$ cat src/rtl/piso_serializer.sv
// Parallel-in, serial-out transmitter: valid/ready word load, one bit per clock, frame and done.
// Optional even-parity trailer bit when SERIALIZER_PARITY_EN is defined.
module piso_serializer #(
  parameter int WIDTH     = 8,
  parameter bit MSB_FIRST = 1'b1
) (
  input  logic             clk,
  input  logic             reset_n,
  input  logic [WIDTH-1:0] data_in,
  input  logic             load_valid,
  output logic             load_ready,
  output logic             data_out,
  output logic             frame,
  output logic             done
);

  localparam int CNT_W = (WIDTH > 2) ? $clog2(WIDTH) : 1;
  localparam logic [CNT_W-1:0] LAST = CNT_W'(WIDTH - 1);

`ifdef SERIALIZER_PARITY_EN
  typedef enum logic [1:0] {IDLE, SHIFT, PARITY} state_t;
`else
  typedef enum logic [1:0] {IDLE, SHIFT} state_t;
`endif

  state_t             r_state;
  logic [WIDTH-1:0]   r_shift;
  logic [CNT_W-1:0]   r_cnt;
  logic               r_data_out;
  logic               r_frame;
  logic               r_done;
  logic               r_load_ready;
`ifdef SERIALIZER_PARITY_EN
  logic               r_parity;
`endif

  logic               w_accept;

  // The shift register always holds the bits not yet sent, next bit at the head.
  function automatic logic head_bit(input logic [WIDTH-1:0] w);
    return MSB_FIRST ? w[WIDTH-1] : w[0];
  endfunction

  function automatic logic [WIDTH-1:0] advance(input logic [WIDTH-1:0] w);
    return MSB_FIRST ? {w[WIDTH-2:0], 1'b0} : {1'b0, w[WIDTH-1:1]};
  endfunction

  assign w_accept = load_valid && r_load_ready;

  always_ff @(posedge clk or negedge reset_n) begin
    if (!reset_n) begin
      r_state      <= IDLE;
      r_shift      <= '0;
      r_cnt        <= '0;
      r_data_out   <= 1'b0;
      r_frame      <= 1'b0;
      r_done       <= 1'b0;
      r_load_ready <= 1'b1;
`ifdef SERIALIZER_PARITY_EN
      r_parity     <= 1'b0;
`endif
    end else begin
      r_done <= 1'b0;
      case (r_state)
        IDLE: begin
          if (w_accept) begin
            r_shift      <= advance(data_in);
            r_data_out   <= head_bit(data_in);
            r_frame      <= 1'b1;
            r_load_ready <= 1'b0;
            r_cnt        <= '0;
            r_state      <= SHIFT;
`ifdef SERIALIZER_PARITY_EN
            r_parity     <= ^data_in;
`endif
          end
        end
        SHIFT: begin
          if (r_cnt == LAST) begin
`ifdef SERIALIZER_PARITY_EN
            r_data_out   <= r_parity;
            r_state      <= PARITY;
`else
            r_data_out   <= 1'b0;
            r_frame      <= 1'b0;
            r_done       <= 1'b1;
            r_load_ready <= 1'b1;
            r_cnt        <= '0;
            r_state      <= IDLE;
`endif
          end else begin
            r_data_out <= head_bit(r_shift);
            r_shift    <= advance(r_shift);
            r_cnt      <= r_cnt + 1'b1;
          end
        end
`ifdef SERIALIZER_PARITY_EN
        PARITY: begin
          r_data_out   <= 1'b0;
          r_frame      <= 1'b0;
          r_done       <= 1'b1;
          r_load_ready <= 1'b1;
          r_cnt        <= '0;
          r_state      <= IDLE;
        end
`endif
        default: r_state <= IDLE;
      endcase
    end
  end

  assign load_ready = r_load_ready;
  assign data_out   = r_data_out;
  assign frame      = r_frame;
  assign done       = r_done;

endmodule
$ cat config.mk
export PLATFORM = sky130hd
export DESIGN_NAME = piso_serializer
export DESIGN_NICKNAME = d
export VERILOG_FILES = /design/src/rtl/piso_serializer.sv
export SDC_FILE = /design/constraint.sdc
export NUM_CORES = 1
export LEC_CHECK = 0
export CORE_ASPECT_RATIO = 0.9
export CORE_MARGIN = 4
export CORE_UTILIZATION = 42
export DETAILED_ROUTE_END_ITERATION = 8
export PLACE_DENSITY_LB_ADDON = 0.1
export SYNTH_ARGS = -nofsm -noshare
export SYNTH_HDL_FRONTEND = slang
export SYNTH_SLANG_ARGS = --single-unit
$ cat constraint.sdc
create_clock -name clk -period 1.4 [get_ports clk]
set_clock_uncertainty 0.15 [all_clocks]
set_input_delay 0.42 -clock clk [delete_from_list [all_inputs] [get_ports clk]]
set_output_delay 0.42 -clock clk [all_outputs]
set_load 0.01 [all_outputs]
## Word-level counts from Yosys, hierarchy flattened

Index checks and enable logic that the tools add are counted.

| storage, ports and cells | value |
|---|---|
| logic and storage cells | 40 |
| output and inout bits | 4 |
| flip-flop bits (word level) | 17 |
| input port bits | 11 |

| cells by class | value |
|---|---|
| reduce and logical (&&, ||, !) cells | 7 |
| eq/ne operators | 5 |
| multiplexer cells | 20 |
| $add $sub $neg | 1 |

Operators by type and width:

| kind | count |
|---|---|
| two-way mux 8 bit | 2 |
| case mux 8 bit (2 select lines) | 1 |
| two-way mux 1 bit | 8 |
| two-way mux 3 bit | 2 |
| != test 2 bit (second input constant) | 3 |
| case mux 1 bit (2 select lines) | 3 |
| case mux 3 bit (2 select lines) | 1 |
| AND reduction 3 bit | 2 |
| two-way mux 2 bit | 2 |
| case mux 2 bit (2 select lines) | 1 |
| AND reduction 2 bit | 2 |
| adder 3 x 1 -> 3 bit (second input constant) | 1 |
| == test 3 bit (second input constant) | 1 |
| == test 2 x 1 -> 1 bit (second input constant) | 1 |
| zero test 2 bit | 1 |
| nonzero test 2 bit | 1 |
| logical AND 1 bit | 1 |

## Logic depth before layout (Yosys ltp)

Gate-level depths: netlist (run 1).

| logic depth | value |
|---|---|
| depth in word-level cells | 3 |
| mapped depth | 5 |

## Worst setup path before layout (run 1)

OpenSTA, ideal clock, no wires.

| timing | value |
|---|---|
| kind | reg-to-reg |
| start | register r_cnt[0] |
| end | register r_shift[7] |
| path slack | -0.107 ns |
| clock period less this slack | 1.507 ns |
| setup time | 0.126 ns |
| cell stages (with the launch flop) | 6 |
| data arrival time | 1.230 ns |
| path through | dfrtp_1 -> ha_1 -> ha_1 -> or2b_4 -> o22ai_1 -> a31oi_1 |

| between the ends | value |
|---|---|
| word-level cells in the longest chain between the ends | 3 |

Ends and longest elaborated chain:

| what | line | text |
|---|---|---|
| start, declared | 28 | `logic [CNT_W-1:0] r_cnt;` |
| start signal, assigned | 94 | `r_cnt <= r_cnt + 1'b1;` |
| == test 3 bit | 79 | `if (r_cnt == LAST) begin` |
| != test 2 bit (no line) | n/a |  |
| AND reduction 3 bit (no line) | n/a |  |
| end signal, assigned | 67 | `r_shift <= advance(data_in);` |
| end signal, assigned | 93 | `r_shift <= advance(r_shift);` |
| end, declared | 27 | `logic [WIDTH-1:0] r_shift;` |

Every way passes these cells.
A chain may end at the register's enable or synchronous reset.

## Final worst setup path (run 1)

| timing | value |
|---|---|
| start | register r_cnt[1] |
| end | register r_shift[6] |

The elaborated chain is that of the path after synthesis.

==> qor.yml, run 1 <==
clocking:
  tritoncts: "built"
  htreeDepth: 1
  cts_buffers: 3
  ctsLongestPathBuffers: 2
  clock_latency_ns: 0.27
  path_clk_slew_ns: 0.08
  cts_sinks: 14
  cts_root_buffer: "clkbuf_4"
global_routing:
  grt_max_degree: 14
  antenna_found_initial: 0
  track_usage_pct: 13.8
  grt_busiest_layer: "met2"
  grt_pass1_vias: 541
  grt_pass1_wl_mm: 2.31
  grt_use_met2_pct: 23.0
  met3_usage_pct: 4.29
  grt_util_met1_pct: 16.5
  overflow: 0
sta:
  rsz0062_at_grt: "yes"
  finalHoldViolCount: 0
  post-route-period-util_pct: 109
  maxSlewHeadroom_pct: 86.5
  worst_pin_slew_ns: 0.203
  drv_slew: 0
  fmax_ghz: 0.654
  setup_slack_ns: -0.130
  fin_crit_ns: 1.53
  setup-tns-final_ns: -0.828
  setup_violations: 8
synth:
  synth_seq_cells: 14
  synth_xor_area_share_pct: 0
  synth_simple_gate_area_share_pct: 15.1
  seq_area_frac_synth_pct: 55.0
  synth-compound-area-share_pct: 17.2
  yosysWarnings: 0
  synth_edf_count: 0
  ys_top_cells_by_count: "dfrtp_1 (13), o22ai_1 (8), nand2_1 (7)"
  ys_async_sr_fraction_pct: 100
  synth_fa_ha_area_share_pct: 5.87
  synth_top_cell_area_share_pct: 50.9
  synth_cells: 59
  synth_area_um2: 639
  synth.area.top_cells: "dfrtp_1 (51%), o22ai_1 (7.8%), ha_1 (5.9%)"
  yosysTopAreaCell: "dfrtp_1"
  synth.distinct_cells: 19
  synthFlopType: "dfrtp_1"
  yosysMostFrequentCell: "dfrtp_1"
  synth_top_family_by_area: "compound AO/OA/AOI/OAI gates"
  synthMuxAreaShare_pct: 3.13
  syn_avg_cell_area_um2: 10.8
  syn-num-nets: 73
floorplan:
  fp.dieArea_mm2: 0.00221
  coreArea_mm2: 0.00145
  floorplan.rows: 13
  initial_core_util_pct: 44.2
  io_pins: 15
  die_h_um: 45.0
  die-width_um: 49.1
layout:
  stdcell_area_um2: 912
  finalNonFillerCells: 97
  n_antenna_cell: 0
  drive_gt1_share_pct: 31.7
  area_growth_pct: 42.7
  fin_nets: 97
  fillers: 130
critical_path:
  cpPeakStageDelay_ns: 0.42
  crit_buf_inv: 0
  endpoint_kind: "flop"
  start_kind: "flop"
  endpoint: "r_shift[6]$_DFFE_PN0P_"
  crit_fanout: 7
  rr_startpoint: "r_cnt[1]$_DFFE_PN0P_"
  critPathSlowestCell: "dfrtp_1"
  cp_num_cells: 5
  cp.required_ns: 1.41
  reg2reg_to: "r_shift[6]$_DFFE_PN0P_"
  path_cells: "ha_4 -> ha_4 -> or2b_4 -> o22ai_2 -> a21oi_2"
  ff2ff_path_depth: 5
  rrSetupSlack_ns: -0.13
  arrival_ns: 1.54
  cpMostUsedCell: "ha_4"
  worst_path_dominant_cell_family: "flip-flops"
  crit_type: "flop to flop"
  worstSetupStartpoint: "r_cnt[1]$_DFFE_PN0P_"
placement:
  gp_congestion: 0.718
  dp_cells: 91
  hpwl_um: 925
  portBuffers: 14
  place_area_um2: 835
  pre_cts_ws_ns: -0.325
outcome:
  status: "finished, violations left"
  violations: "negative setup slack"
route:
  dr.pass1.iters: 3
  drtAntennaViolNets: 0
  num_vias: 510
  vias_per_cell: 5.26
  wl_per_cell_um: 13.1
  first_iter_violations: 3
  route.detailed.drc: 0
  drt-total-wl_mm: 1.28
power:
  vdd_drop_max_mv: 0.993
  comb_power_share_pct: 50.6
  power.density_mw_per_mm2: 2140
  power.share.clock_pct: 12.0
  switchingPower_uw: 711
  internal_power_uw: 1240
  p_sw_share_pct: 36.4
  p_leak_uw: 0.000421
  pwr-share-seq_pct: 37.4
run:
  cap_violations: 0
min_path:
  hold_class: "input port to async pin"
==> metal layers <==
| metal | vias up | routed length [um] | share of wire [%] |
|---|---|---|---|
| li1 | 255 | - | - |
| met1 | 240 | 568 | 45 |
| met2 | 13 | 612 | 48 |
| met3 | 2 | 83 | 6.5 |
| met4 | 0 | 10 | 0.78 |
| met5 | - | 0 | 0 |
==> sequential cells by signal, summed over array words and instances (netlist names) <==
name / flops
r_shift: 7
r_cnt: 3
data_out: 1
done: 1
load_ready: 1
r_state: 1
==> through the flow <==
| step | power, uW | hold WS [ns] | utilization, % |
|---|---|---|---|
| 6_report | 1950 | 0.324 | 63.0 |
| 5_1_grt | 2150 | 0.321 | 63.0 |
| 4_1_cts | 1860 | 0.317 | 59.7 |
| 3_5_place_dp | 1600 | 0.361 | 57.6 |
| 3_3_place_gp | 1560 | 0.358 | 57.6 |
| 2_1_floorplan | 1270 | -0.0256 | - |
==> power by group through the flow <==
stage	clock (uW)	sequential, uW	combinational [uW]
3_5_place_dp	0	715	882
3_3_place_gp	0	706	855
5_1_grt	266	756	1130
4_1_cts	249	711	901
2_1_floorplan	0	743	525
6_report	235	730	988
==> final cells by class <==
cell class / instances / area (um^2) / area share (%)
clock buffer: 4 / 26.3 / 2.88
timing repair buffer: 21 / 179 / 19.6
tap: 15 / 18.8 / 2.06
sequential: 14 / 352 / 38.5
multi-input combinational: 41 / 329 / 36.1
inverter: 2 / 7.51 / 0.823
==> how the worst min path moves through the flow <==
stage                                start                endpoint  slack, ns  depth (start not counted)
detailed placement  r_shift[1]$_DFFE_PN0P_  r_shift[1]$_DFFE_PN0P_       0.36                          1
global placement    r_shift[1]$_DFFE_PN0P_  r_shift[1]$_DFFE_PN0P_       0.36                          1
finish                             reset_n  load_ready$_DFFE_PN1P_       0.32                          1
floorplan                          reset_n    data_out$_DFFE_PN0P_      -0.03                          0
global route                       reset_n  load_ready$_DFFE_PN1P_       0.32                          1
CTS                                reset_n  load_ready$_DFFE_PN1P_       0.32                          1
==> logic make-up after synthesis <==
family                   after synthesis
AO/OA/AOI/OAI                         19
adder cells (fa/ha/maj)                3
buffers and inverters                  4
flip-flops                            14
multiplexers                           2
AND/OR/NAND/NOR                       17
==> timing repair <==
item	CTS	global route
pin swaps	2	3
hold endpoints to repair	0	0
gates resized for setup	19	6
setup endpoints to repair	11	11
hold buffers	0	0
setup buffers	1	1
==> layout by cell type (no fill, tap or decap) <==
cell type / instances
a21oi_1: 3
a21oi_2: 2
a31oi_1: 1
and2_1: 1
and2b_1: 1
buf_2: 3
buf_4: 7
buf_6: 1
clkbuf_1: 1
clkbuf_4: 3
clkdlybuf4s50_1: 10
dfrtp_1: 13
dfstp_2: 1
ha_1: 1
ha_4: 2
inv_1: 2
mux2i_1: 2
nand2_1: 7
nand2b_4: 1
nand3b_4: 1
nor2_1: 5
o21ai_0: 4
o22ai_1: 4
o22ai_2: 4
o2bb2ai_1: 1
or2b_4: 1
Power figures use the tool's default switching activity.
==> run 2: changes to the inputs <==
--- a/config.mk
+++ b/config.mk
@@ -6,8 +6,7 @@
 export NUM_CORES = 1
 export LEC_CHECK = 0
 export CORE_ASPECT_RATIO = 0.9
-export CORE_MARGIN = 4
-export CORE_UTILIZATION = 42
+export CORE_UTILIZATION = 40
 export DETAILED_ROUTE_END_ITERATION = 8
 export PLACE_DENSITY_LB_ADDON = 0.1
 export SYNTH_ARGS = -nofsm -noshare
==> run 2 against run 1 <==
The run still ends with negative setup slack left. Non-clock buffer count up 3. Worst hold slack got worse by 0.021 ns. Via count is 2.4% higher. Sequential power is essentially flat. Routed wire length rose by 6.0%. First-iteration DRC count increased to 5.3 times the previous value. Critical endpoint is now r_shift[3]$_DFFE_PN0P_.
==> qor.yml, run 2 (synthesized netlist as in run 1, its figures left out) <==
clocking:
  ctsLongestPathBuffers: 2  # unchanged
  htreeDepth: 1  # unchanged
  clock_latency_ns: 0.29  # +0.02 ns
  cts_buffers: 3  # unchanged
  cts_sinks: 14  # unchanged
  path_clk_slew_ns: 0.09  # about the same
  tritoncts: "built"
  cts_root_buffer: "clkbuf_4"
route:
  wl_met1_um: 664  # +17%
  wl_met3_um: 72  # -13%
  first_iter_violations: 16  # +13
  dr.pass1.iters: 6  # +3
  drtAntennaViolNets: 0  # unchanged
  wl_per_cell_um: 13.5  # +2.8%
  highest_layer: "met4"
  route.detailed.drc: 0  # unchanged
  dr_wl_met2_um: 608  # -0.65%
  num_vias: 522  # +2.4%
  drt-total-wl_mm: 1.35  # +6.0%
  vias_per_cell: 5.22  # -0.72%
power:
  power.density_mw_per_mm2: 2160  # +1.1%
  vdd_drop_max_mv: 1.05  # +5.8%
  p_leak_uw: 0.000442  # +4.8%
outcome:
  status: "finished, violations left"
  violations: "negative setup slack"
layout:
  regMostFlops: "r_shift"
  utilization_pct: 65.0  # +2.0 points
  fin_nets: 100  # +3.1%
  final_common_cell: "dfrtp_1"
  top_regs: "r_shift x7, r_cnt x3"
  drive_gt1_share_pct: 35.3  # +3.6 points
  final_cell_mix: "dfrtp_1 (13), clkdlybuf4s50_1 (10), buf_4 (10)"
  largest_reg_flops: 7  # unchanged
  area_growth_pct: 48.9
  stdcell_area_um2: 952  # +4.4%
  n_antenna_cell: 0  # unchanged
critical_path:
  crit_type: "flop to flop"
  cp.required_ns: 1.41  # about the same
  worstSetupStartpoint: "r_cnt[0]$_DFFE_PN0P_"
  arrival_ns: 1.54  # about the same
  rr_startpoint: "r_cnt[0]$_DFFE_PN0P_"
  endpoint_kind: "flop"
  start_kind: "flop"
  crit_fanout: 7  # unchanged
floorplan:
  io_pins: 15  # unchanged
  fp.dieArea_mm2: 0.00176  # -20%
  die-width_um: 44.1  # -10%
  initial_core_util_pct: 43.7  # -0.49 points
  die_h_um: 39.9  # -11%
  floorplan.rows: 13  # unchanged
  coreArea_mm2: 0.00146  # +1.1%
sta:
  fmax_ghz: 0.653  # -0.15%
  fin_crit_ns: 1.53  # +0.00234 ns
  setup_slack_ns: -0.132  # -0.00234 ns
  drv_slew: 0  # unchanged
  post-route-period-util_pct: 109  # +0.17 points
  maxSlewHeadroom_pct: 86.8  # +0.35 points
  rsz0062_at_grt: "yes"
  worst_pin_slew_ns: 0.193  # -0.0102 ns
  finalHoldViolCount: 0  # unchanged
  setup_violations: 8  # unchanged
  whs_ns: 0.303  # -0.0211 ns
placement:
  pre_cts_ws_ns: -0.344  # -0.0189 ns
  hpwl_um: 934  # +1.0%
  gp_congestion: 0.753  # +4.9%
  portBuffers: 14  # unchanged
  place_area_um2: 850  # +1.8%
global_routing:
  grt_pass1_vias: 486  # -10%
  overflow: 0  # unchanged
  grt_pass1_wl_mm: 2.24  # -3.3%
  track_usage_pct: 18.7  # +4.8 points
  grt_max_degree: 14  # unchanged
  antenna_found_initial: 0  # unchanged
run:
  cap_violations: 0  # unchanged
min_path:
  hold_class: "input port to async pin"
==> run 2: layout make-up <==
| cell class | instances | area [um^2] |
|---|---|---|
| tap | 15 | 18.8 |
| fill | 120 | 512 |
| clock buffer | 4 | 36.3 |
| multi-input combinational | 41 | 337 |
| timing repair buffer | 24 | 201 |
| sequential | 14 | 352 |
| inverter | 2 | 7.51 |
==> run 2: final timing paths <==
path | end | slack, ns | cells past startpoint
setup reg to reg | r_shift[3]$_DFFE_PN0P_ | -0.13 | 5
hold / removal | r_cnt[0]$_DFFE_PN0P_ | 0.30 | 2
hold reg to reg | r_shift[7]$_DFFE_PN0P_ | 0.40 | 2
setup / recovery | r_shift[3]$_DFFE_PN0P_ | -0.13 | 5
max in group asynchronous | load_ready$_DFFE_PN1P_ | 0.59 | 2
min in group clk | r_shift[7]$_DFFE_PN0P_ | 0.40 | 2
==> run 2: worst max-delay path, cell delays in order, from the launching register on <==
cell,delay (ns)
dfrtp_1,0.43
ha_4,0.19
ha_4,0.15
or2b_4,0.28
o22ai_1,0.15
a21oi_1,0.06
==> run 2: metrics by stage <==
| step | total power (uW) | TNS [ns] | instances |
|---|---|---|---|
| 2_1_floorplan | 1270 | -0.264 | 59 |
| 3_3_place_gp | 1570 | -2.91 | 93 |
| 3_5_place_dp | 1600 | -3.16 | 93 |
| 4_1_cts | 1930 | -0.730 | 98 |
| 5_1_grt | 2210 | -1.19 | 100 |
| 6_report | 2060 | -0.842 | 100 |
==> run 2: routing by layer <==
metal | global-route usage (%) | up-vias
met5 | 0 | -
met4 | 9.09 | 0
met3 | 7.21 | 2
met2 | 27.2 | 13
met1 | 24.5 | 248
li1 | - | 259
==> run 2: what timing repair did <==
| action | in CTS | in global routing |
|---|---|---|
| setup buffers | 1 | 2 |
| gates resized for setup | 20 | 6 |
| cloned | 0 | 0 |
| pin swaps | 1 | 1 |
| hold buffers | 0 | 0 |
| setup endpoints to repair | 12 | 11 |
==> run 2: where the power goes <==
part / switching [uW] / internal (uW) / leakage, uW / total, uW
sequential: 127 / 604 / 0.000167 / 731
combinational: 479 / 554 / 0.000254 / 1030
clock: 138 / 158 / 0.0000210 / 296
